**src/rtl/seq_det_pkg.sv**
```systemverilog
// seq_det_pkg: shared run-logger types and default widths.
package seq_det_pkg;
  localparam int TS_W_DEF = 16;
  localparam int LEN_W_DEF = 8;
  localparam int DEPTH_DEF = 8;
  localparam int CNT_W_DEF = 16;
  typedef enum logic {IDLE, RUN} run_state_t;
  typedef struct packed {
    logic [TS_W_DEF-1:0]  ts;
    logic [LEN_W_DEF-1:0] len;
  } run_evt_t;
endpackage

```
**src/rtl/sync_fifo.sv**
```systemverilog
// sync_fifo: first-word-fall-through FIFO; push on full is allowed when a pop frees the slot.
module sync_fifo #(
  parameter int WIDTH = 8,
  parameter int DEPTH = 8
) (
  input  logic             clk_i,
  input  logic             reset_i,
  input  logic             push_i,
  input  logic [WIDTH-1:0] data_i,
  input  logic             pop_i,
  output logic [WIDTH-1:0] data_o,
  output logic             full_o,
  output logic             empty_o
);
  localparam int AW = $clog2(DEPTH);
  logic [WIDTH-1:0] mem_q [DEPTH];
  logic [WIDTH-1:0] last_q;
  logic [AW:0] wr_q, rd_q;
  logic do_push, do_pop;
  assign empty_o = wr_q == rd_q;
  assign full_o  = (wr_q[AW] != rd_q[AW]) && (wr_q[AW-1:0] == rd_q[AW-1:0]);
  assign do_pop  = pop_i && !empty_o;
  assign do_push = push_i && (!full_o || do_pop);
  // last popped word is shown while empty so the outputs hold their value
  assign data_o  = empty_o ? last_q : mem_q[rd_q[AW-1:0]];
  always_ff @(posedge clk_i) if (do_push) mem_q[wr_q[AW-1:0]] <= data_i;
  always_ff @(posedge clk_i) begin
    if (reset_i) begin
      wr_q   <= '0;
      rd_q   <= '0;
      last_q <= '0;
    end else begin
      if (do_push) wr_q <= wr_q + 1'b1;
      if (do_pop) begin
        rd_q   <= rd_q + 1'b1;
        last_q <= mem_q[rd_q[AW-1:0]];
      end
    end
  end
endmodule

```
**src/rtl/match_run_logger.sv**
```systemverilog
// match_run_logger: collapses runs of match strobes into {start ts, length} events in a FIFO.
module match_run_logger
  import seq_det_pkg::*;
#(
  parameter int TS_W  = TS_W_DEF,
  parameter int LEN_W = LEN_W_DEF,
  parameter int DEPTH = DEPTH_DEF,
  parameter int CNT_W = CNT_W_DEF
) (
  input  logic             clk,
  input  logic             reset,
  input  logic             match_in_i,
  output logic             evt_valid_o,
  input  logic             evt_ready_i,
  output logic [TS_W-1:0]  evt_ts_o,
  output logic [LEN_W-1:0] evt_len_o,
  output logic [CNT_W-1:0] match_count_o,
  output logic [CNT_W-1:0] drop_count_o,
  output logic             overflow_o,
  input  logic             ovf_clr_i
);
  localparam logic [LEN_W-1:0] LEN_MAX = '1;
  run_state_t state_q, state_d;
  logic [TS_W-1:0] ts_q, start_q, start_d;
  logic [LEN_W-1:0] len_q, len_d;
  logic [CNT_W-1:0] mcnt_q, dcnt_q;
  logic ovf_q, push, pop, drop, full, empty;
  always_comb begin
    state_d = state_q;
    start_d = start_q;
    len_d   = len_q;
    push    = 1'b0;
    if (state_q == IDLE) begin
      if (match_in_i) begin
        state_d = RUN;
        start_d = ts_q;
        len_d   = LEN_W'(1);
      end
    end else if (!match_in_i) begin
      push    = 1'b1;
      state_d = IDLE;
    end else if (len_q == LEN_MAX) begin
      push    = 1'b1;
      start_d = ts_q;
      len_d   = LEN_W'(1);
    end else begin
      len_d = len_q + 1'b1;
    end
  end
  assign pop  = !empty && evt_ready_i;
  assign drop = push && full && !pop;
  always_ff @(posedge clk) begin
    if (reset) begin
      state_q <= IDLE;
      ts_q    <= '0;
      start_q <= '0;
      len_q   <= '0;
      mcnt_q  <= '0;
      dcnt_q  <= '0;
      ovf_q   <= 1'b0;
    end else begin
      state_q <= state_d;
      ts_q    <= ts_q + 1'b1;
      start_q <= start_d;
      len_q   <= len_d;
      mcnt_q  <= mcnt_q + CNT_W'(match_in_i && !(&mcnt_q));
      dcnt_q  <= dcnt_q + CNT_W'(drop && !(&dcnt_q));
      ovf_q   <= drop || (ovf_q && !ovf_clr_i);
    end
  end
  sync_fifo #(.WIDTH(TS_W + LEN_W), .DEPTH(DEPTH)) u_fifo (
    .clk_i  (clk),
    .reset_i(reset),
    .push_i (push),
    .data_i ({start_q, len_q}),
    .pop_i  (pop),
    .data_o ({evt_ts_o, evt_len_o}),
    .full_o (full),
    .empty_o(empty)
  );
  assign evt_valid_o   = !empty;
  assign match_count_o = mcnt_q;
  assign drop_count_o  = dcnt_q;
  assign overflow_o    = ovf_q;
endmodule

```
**config.mk**
```make
export PLATFORM = sky130hd
export DESIGN_NAME = match_run_logger
export DESIGN_NICKNAME = d
export VERILOG_FILES = /design/src/rtl/seq_det_pkg.sv /design/src/rtl/sync_fifo.sv /design/src/rtl/match_run_logger.sv
export SDC_FILE = /design/constraint.sdc
export NUM_CORES = 1
export LEC_CHECK = 0
export CAP_MARGIN = 40
export CORE_ASPECT_RATIO = 0.8
export CORE_MARGIN = 4
export CORE_UTILIZATION = 50
export CTS_BUF_LIST = sky130_fd_sc_hd__clkbuf_8
export DETAILED_ROUTE_END_ITERATION = 12
export DONT_BUFFER_PORTS = 1
export PLACE_DENSITY = 0.68
export RECOVER_POWER = 100
export SLEW_MARGIN = 20
export SYNTH_ARGS = -nofsm -noshare
export SYNTH_HDL_FRONTEND = slang
export SYNTH_SLANG_ARGS = --single-unit
```
**constraint.sdc**
```tcl
create_clock -name clk -period 3.2 [get_ports clk]
set_clock_uncertainty 0.05 [all_clocks]
set_input_delay 0.48 -clock clk [delete_from_list [all_inputs] [get_ports clk]]
set_output_delay 0.48 -clock clk [all_outputs]
set_load 0.1 [all_outputs]
```
==> run metrics, run 1 <==
status=finished with violations; failing checks=capacitance limit, slew limit; FFs w/ async S/R, synth=0; cell area after layout=13,800 um2; post-synth cell types=53; Slew Viols, Final=101; min Tclk post-route=3.05 ns; GP Congestion=0.808; share of layout cells above drive strength 1=0.196; initial antenna violation count=0; static leakage=0.00457 uW; Port Buf Inserts=0; CTS tree=done; Tot Pwr=8840 uW; Synth area leader=edfxtp_1; die height=146 um; H-tree depth=2; register area share after synthesis=0.665; TNS Setup=0 ns; Final ANT Viol Nets=0; CTS buffer count=46; GR Overflow Total=0; Initial DRC Count=599; Worst-path clk slew=0.06 ns; Starting Density=0.509; register area=7950 um2; die extent in x=181 um; part of the cycle the worst path needs=0.953; DP Area=13,100 um2; Worst-Skew Late Latency=0.57 ns; critical path class=flip-flop to output pin; largest net degree at the start of global routing=101; CP required=2.67 ns; maximum achievable frequency=0.328 GHz; Final Hold Fails=0; vias in the first global route=7,561; clk buf depth=3; syn_area_per_cell=14.3 um2; Crit. End Element=output pin; Avg WL per Cell=20.1 um; setup slack, reg-to-reg=0.22 ns; Area Overhead vs Synth=15.2%; startpoint types=flip-flop; YS warnings=0; core area=23,500 um2; detailed-route wire length=25.5 mm; 1st-pass router iterations=4; # DRC=0; vias per std cell=5.73; Setup Fix Bufs, Post-CTS=0; Setup-failing EPs final=0; Syn Inst Count=836; area occupied by multi-input gates=3800 um2; Ant. Diodes=0; RSZ-0062 raised after global routing=false; Mapped Area=11,900 um2; max_cap viols=1; VDD IR max=268 uV; fin cells=1,268; GRT Util Overall=0.190; crit path max fanout=24; top cells by area, synth=edfxtp_1, dfxtp_1, mux4_2; share of the synthesized area in the top cell type=0.483; Worst Path Arrival=2.52 ns; Std-Cell Rows=50; Placed Instances=1,178; via count=7,269; Hold Path Class=primary input to flip-flop; first-pass GRT wire length=40.2 mm; # fillers=1,857; root buf cell=clkbuf_8; hold_ws=0.0370 ns; most used flip-flop cell after synthesis=edfxtp_1; PwrDens=642 nW/um2; Post-synth EDFFs=192; Slew @ Worst Pin=2.21 ns; clock sink count=301; final net count=932; Ports=63; max_slew headroom=-0.470; die area=26,400 um2; syn nets=850; HPWL after detailed placement=14.8 mm; Seq cells post-synth=301
synth_stat cells (7+ instances only):
| master | number |
|---|---|
| nor2_1 | 97 |
| clkbuf_1 | 26 |
| o21ai_0 | 28 |
| mux4_2 | 48 |
| nand2_1 | 15 |
| ha_1 | 9 |
| nand4_1 | 22 |
| xnor2_1 | 14 |
| or3_1 | 9 |
| mux2i_1 | 26 |
| buf_2 | 13 |
| edfxtp_1 | 192 |
| xor2_1 | 23 |
| a21oi_1 | 59 |
| a211oi_1 | 25 |
| nand3_1 | 36 |
| nor2b_1 | 10 |
| dfxtp_1 | 109 |
| inv_1 | 7 |
cells by family (layout without fill, tap and decap cells):
family	after synthesis	count (layout)	share of synthesized area
adder cells (fa/ha/maj)	9	9	0.00943
AO/OA/AOI/OAI	124	124	0.0612
multiplexers	79	79	0.117
flip-flops	301	301	0.665
buffers and inverters	56	176	0.0219
XOR/XNOR	38	38	0.0285
AND/OR/NAND/NOR	229	229	0.0969
cell type report:
cell class / instances / share of cell area
repair buffers: 83 / 0.0525
well taps: 312 / 0.0284
clock buffers: 51 / 0.0510
multi-input cells: 479 / 0.276
flip-flops and latches: 301 / 0.578
clock inverters: 35 / 0.0119
inverters: 7 / 0.00191
layout by cell type (no fill, tap or decap), drive strengths merged, types with 9 or more instances in the layout:
cell    count
a21oi      60
buf        25
mux2i      26
edfxtp    192
mux4       48
o21ai      29
nand4      22
nor2b      10
clkinv     17
or3        11
clkbuf    107
nor2       97
ha          9
a211oi     26
xnor2      15
nand3      37
inv        25
dfxtp     109
xor2       23
nand2      16
critical path: stages, from the launching register on:
cell	delay, ns
dfxtp_2	0.44
buf_16	0.25
mux4_2	0.52
mux2i_1	0.34
a21oi_1	0.18
buf_12	0.20
where the power goes:
| part | total [uW] | internal [uW] | switching, uW |
|---|---|---|---|
| clock network | 2940 | 1490 | 1460 |
| logic | 1690 | 501 | 1190 |
| registers | 4200 | 4160 | 47.9 |
worst paths after layout:
kind / startpoint / endpoint / cells after the start
min: match_in_i / start_q[8]$_SDFFE_PP0P_ / 2
min reg2reg: overflow_o$_SDFF_PP0_ / overflow_o$_SDFF_PP0_ / 2
max: flip-flop / evt_len_o[6] / 5
max reg2reg: len_q[1]$_SDFFE_PP0P_ / drop_count_o[14]$_SDFF_PP0_ / 10
through the flow:
step	util	setup WS [ns]
after CTS	0.596	0.00588
after floorplan	-	-0.472
final	0.587	0.151
after detailed placement	0.558	0.311
after global routing	0.587	0.0155
after global placement	0.557	0.458
registers in the layout, summed over array words and instances (netlist names), named ones only:
| register | flops |
|---|---|
| ts_q | 16 |
| drop_count_o | 16 |
| u_fifo.wr_q | 4 |
| u_fifo.last_q | 24 |
| start_q | 16 |
| u_fifo.mem_q | 192 |
| state_q | 1 |
| len_q | 8 |
| match_count_o | 16 |
| u_fifo.rd_q | 4 |
| overflow_o | 1 |
routing by layer:
metal	routed length (um)	global-route usage	vias up	share of wire
li1	-	-	3354	-
met1	11200	0.254	3660	0.44
met2	12200	0.314	218	0.48
met3	1750	0.0451	37	0.069
met4	414	0.0522	0	0.016
met5	0	0	-	0
repair_timing:
action | CTS | global route
hold buffers | 2 | 1
endpoints found under the hold margin | 103 | 1
gates resized for setup | 0 | 5
setup endpoints to repair | 0 | 10
Power figures use the tool's default switching activity.
==> run 2: changes to the inputs <==
--- a/config.mk
+++ b/config.mk
@@ -14,6 +14,8 @@
 export DONT_BUFFER_PORTS = 1
 export PLACE_DENSITY = 0.68
 export RECOVER_POWER = 100
+export SKIP_CTS_REPAIR_TIMING = 1
+export SKIP_LAST_GASP = 1
 export SLEW_MARGIN = 20
 export SYNTH_ARGS = -nofsm -noshare
 export SYNTH_HDL_FRONTEND = slang
==> run 2 against run 1 <==
The flow still finishes with violations (capacitance limit, slew limit). Combinational power barely moved. Critical path type unchanged. Highest routed layer unchanged. Critical path depth did not move. Via count down 0.21%. Die area stayed put. Global-route usage decreased by 0.20 points. Worst setup slack gained 0.013 ns.
==> run metrics, run 2 (synthesis gave the netlist of run 1 again) <==
CP required=2.67 ns (about the same); CTS buffer count=46 (unchanged); GR Overflow Total=0 (unchanged); die height=146 um (unchanged); root buf cell=clkbuf_8 (unchanged); Area Overhead vs Synth=15.1% (was 15.2%); Ant. Diodes=0 (unchanged); Starting Density=0.509 (unchanged); RR Startpoint=len_q[4]$_SDFFE_PP0P_ (was len_q[1]$_SDFFE_PP0P_); detailed-route wire length=25.4 mm (was 25.5 mm); die area=26,400 um2 (unchanged); Slew @ Worst Pin=2.17 ns (was 2.21 ns); first-pass GRT wire length=39.8 mm (was 40.2 mm); HPWL after detailed placement=14.8 mm (unchanged); leading cell type in the layout, fill and taps excluded=edfxtp_1 (unchanged); initial antenna violation count=0 (unchanged); vias per std cell=5.73 (about the same); Final Hold Fails=0 (unchanged); worst slack at placement=0.311 ns (unchanged); Initial DRC Count=515 (was 599); 1st-pass router iterations=5 (was 4); Port Buf Inserts=0 (unchanged); max reg flops=192 (unchanged); clk buf depth=3 (unchanged); Setup-failing EPs final=0 (unchanged); Crit. End Element=output pin (unchanged); largest net degree at the start of global routing=114 (was 101); static leakage=0.00457 uW (about the same); Worst-path clk slew=0.06 ns (about the same); share of layout cells above drive strength 1=0.196 (about the same); clock sink count=301 (unchanged); status=finished with violations (unchanged); Hold Path Class=primary input to flip-flop (unchanged); Worst Path Arrival=2.51 ns (was 2.52 ns); Ports=63 (unchanged); PwrDens=643 nW/um2 (was 642 nW/um2); most frequent cells in the layout=edfxtp_1, dfxtp_1, nor2_1 (unchanged); hold_ws=0.0227 ns (was 0.0370 ns); fin util=0.586 (was 0.587); maximum achievable frequency=0.329 GHz (was 0.328 GHz); vias in the first global route=7,512 (was 7,561); TNS Setup=0 ns (unchanged); CTS tree=done (unchanged); Avg WL per Cell=20.1 um (about the same); Worst Slack Setup Final=0.165 ns (was 0.151 ns); GRT Util Overall=0.188 (was 0.190); via count=7,254 (was 7,269); die extent in x=181 um (unchanged); H-tree depth=2 (unchanged); critical path class=flip-flop to output pin (unchanged); VDD IR max=269 uV (was 268 uV); core area=23,500 um2 (unchanged); max_cap viols=1 (unchanged); Worst-Skew Late Latency=0.57 ns (about the same); GP Congestion=0.808 (unchanged); Final ANT Viol Nets=0 (unchanged); final net count=931 (was 932); Std-Cell Rows=50 (unchanged); # DRC=0 (unchanged); failing checks=capacitance limit, slew limit (unchanged); # fillers=1,864 (was 1,857); worst hold start=match_in_i (unchanged); startpoint types=flip-flop (unchanged); RSZ-0062 raised after global routing=false (unchanged); part of the cycle the worst path needs=0.949 (was 0.953); max_slew headroom=-0.446 (was -0.470); min Tclk post-route=3.04 ns (was 3.05 ns); crit path max fanout=24 (unchanged); Slew Viols, Final=101 (unchanged)
-- run 2: area by class of cell --
cell class	instances	area (um2)	share of cell area
clock inverter	35	164	0.0119
clock buffer	51	702	0.0511
tap	312	390	0.0284
multi-input combinational	479	3800	0.277
inverter	7	26.3	0.00191
sequential	301	7950	0.578
timing repair buffer	82	712	0.0518
-- run 2: power by group --
part,leakage [uW],switching [uW],internal (uW)
combinational,0.00131,1190,499
sequential,0.00275,47.8,4160
clock,0.000513,1460,1490
-- run 2: final timing paths --
check	end	slack, ns	cells past startpoint
worst max-delay path	evt_len_o[1]	0.16	5
worst min-delay path	len_q[1]$_SDFFE_PP0P_	0.02	2
worst max register to register	drop_count_o[14]$_SDFF_PP0_	0.22	9
worst min register to register	overflow_o$_SDFF_PP0_	0.45	2
-- run 2: worst max-delay path, cell delays in order (launching register included) --
cell and delay [ns]:
dfxtp_2 0.44, buf_16 0.25, mux4_2 0.54, mux2i_2 0.29, a21oi_2 0.10, clkbuf_4 0.29
-- run 2: layer usage --
metal,up-vias,GRT usage,routed length [um]
met1,3667,0.252,11100
met3,43,0.0453,1690
met2,194,0.309,12100
li1,3350,-,-
met4,0,0.0518,484
met5,-,0,0
-- run 2: through the flow --
step                      power, uW  area [um2]  cells
final                          8840       13700   1267
after global placement         5990       13100   1177
after floorplan                5520       12000    836
after CTS                      8970       14000   1264
after detailed placement       6030       13100   1178
after global routing           9200       13700   1267
==> run 3: changes to the inputs <==
--- a/config.mk
+++ b/config.mk
@@ -16,7 +16,7 @@
 export RECOVER_POWER = 100
 export SKIP_CTS_REPAIR_TIMING = 1
 export SKIP_LAST_GASP = 1
-export SLEW_MARGIN = 20
+export SLEW_MARGIN = 15
 export SYNTH_ARGS = -nofsm -noshare
 export SYNTH_HDL_FRONTEND = slang
 export SYNTH_SLANG_ARGS = --single-unit
==> results of run 3 <==
The final DEF is identical to that of run 2; final timing and power are the same.
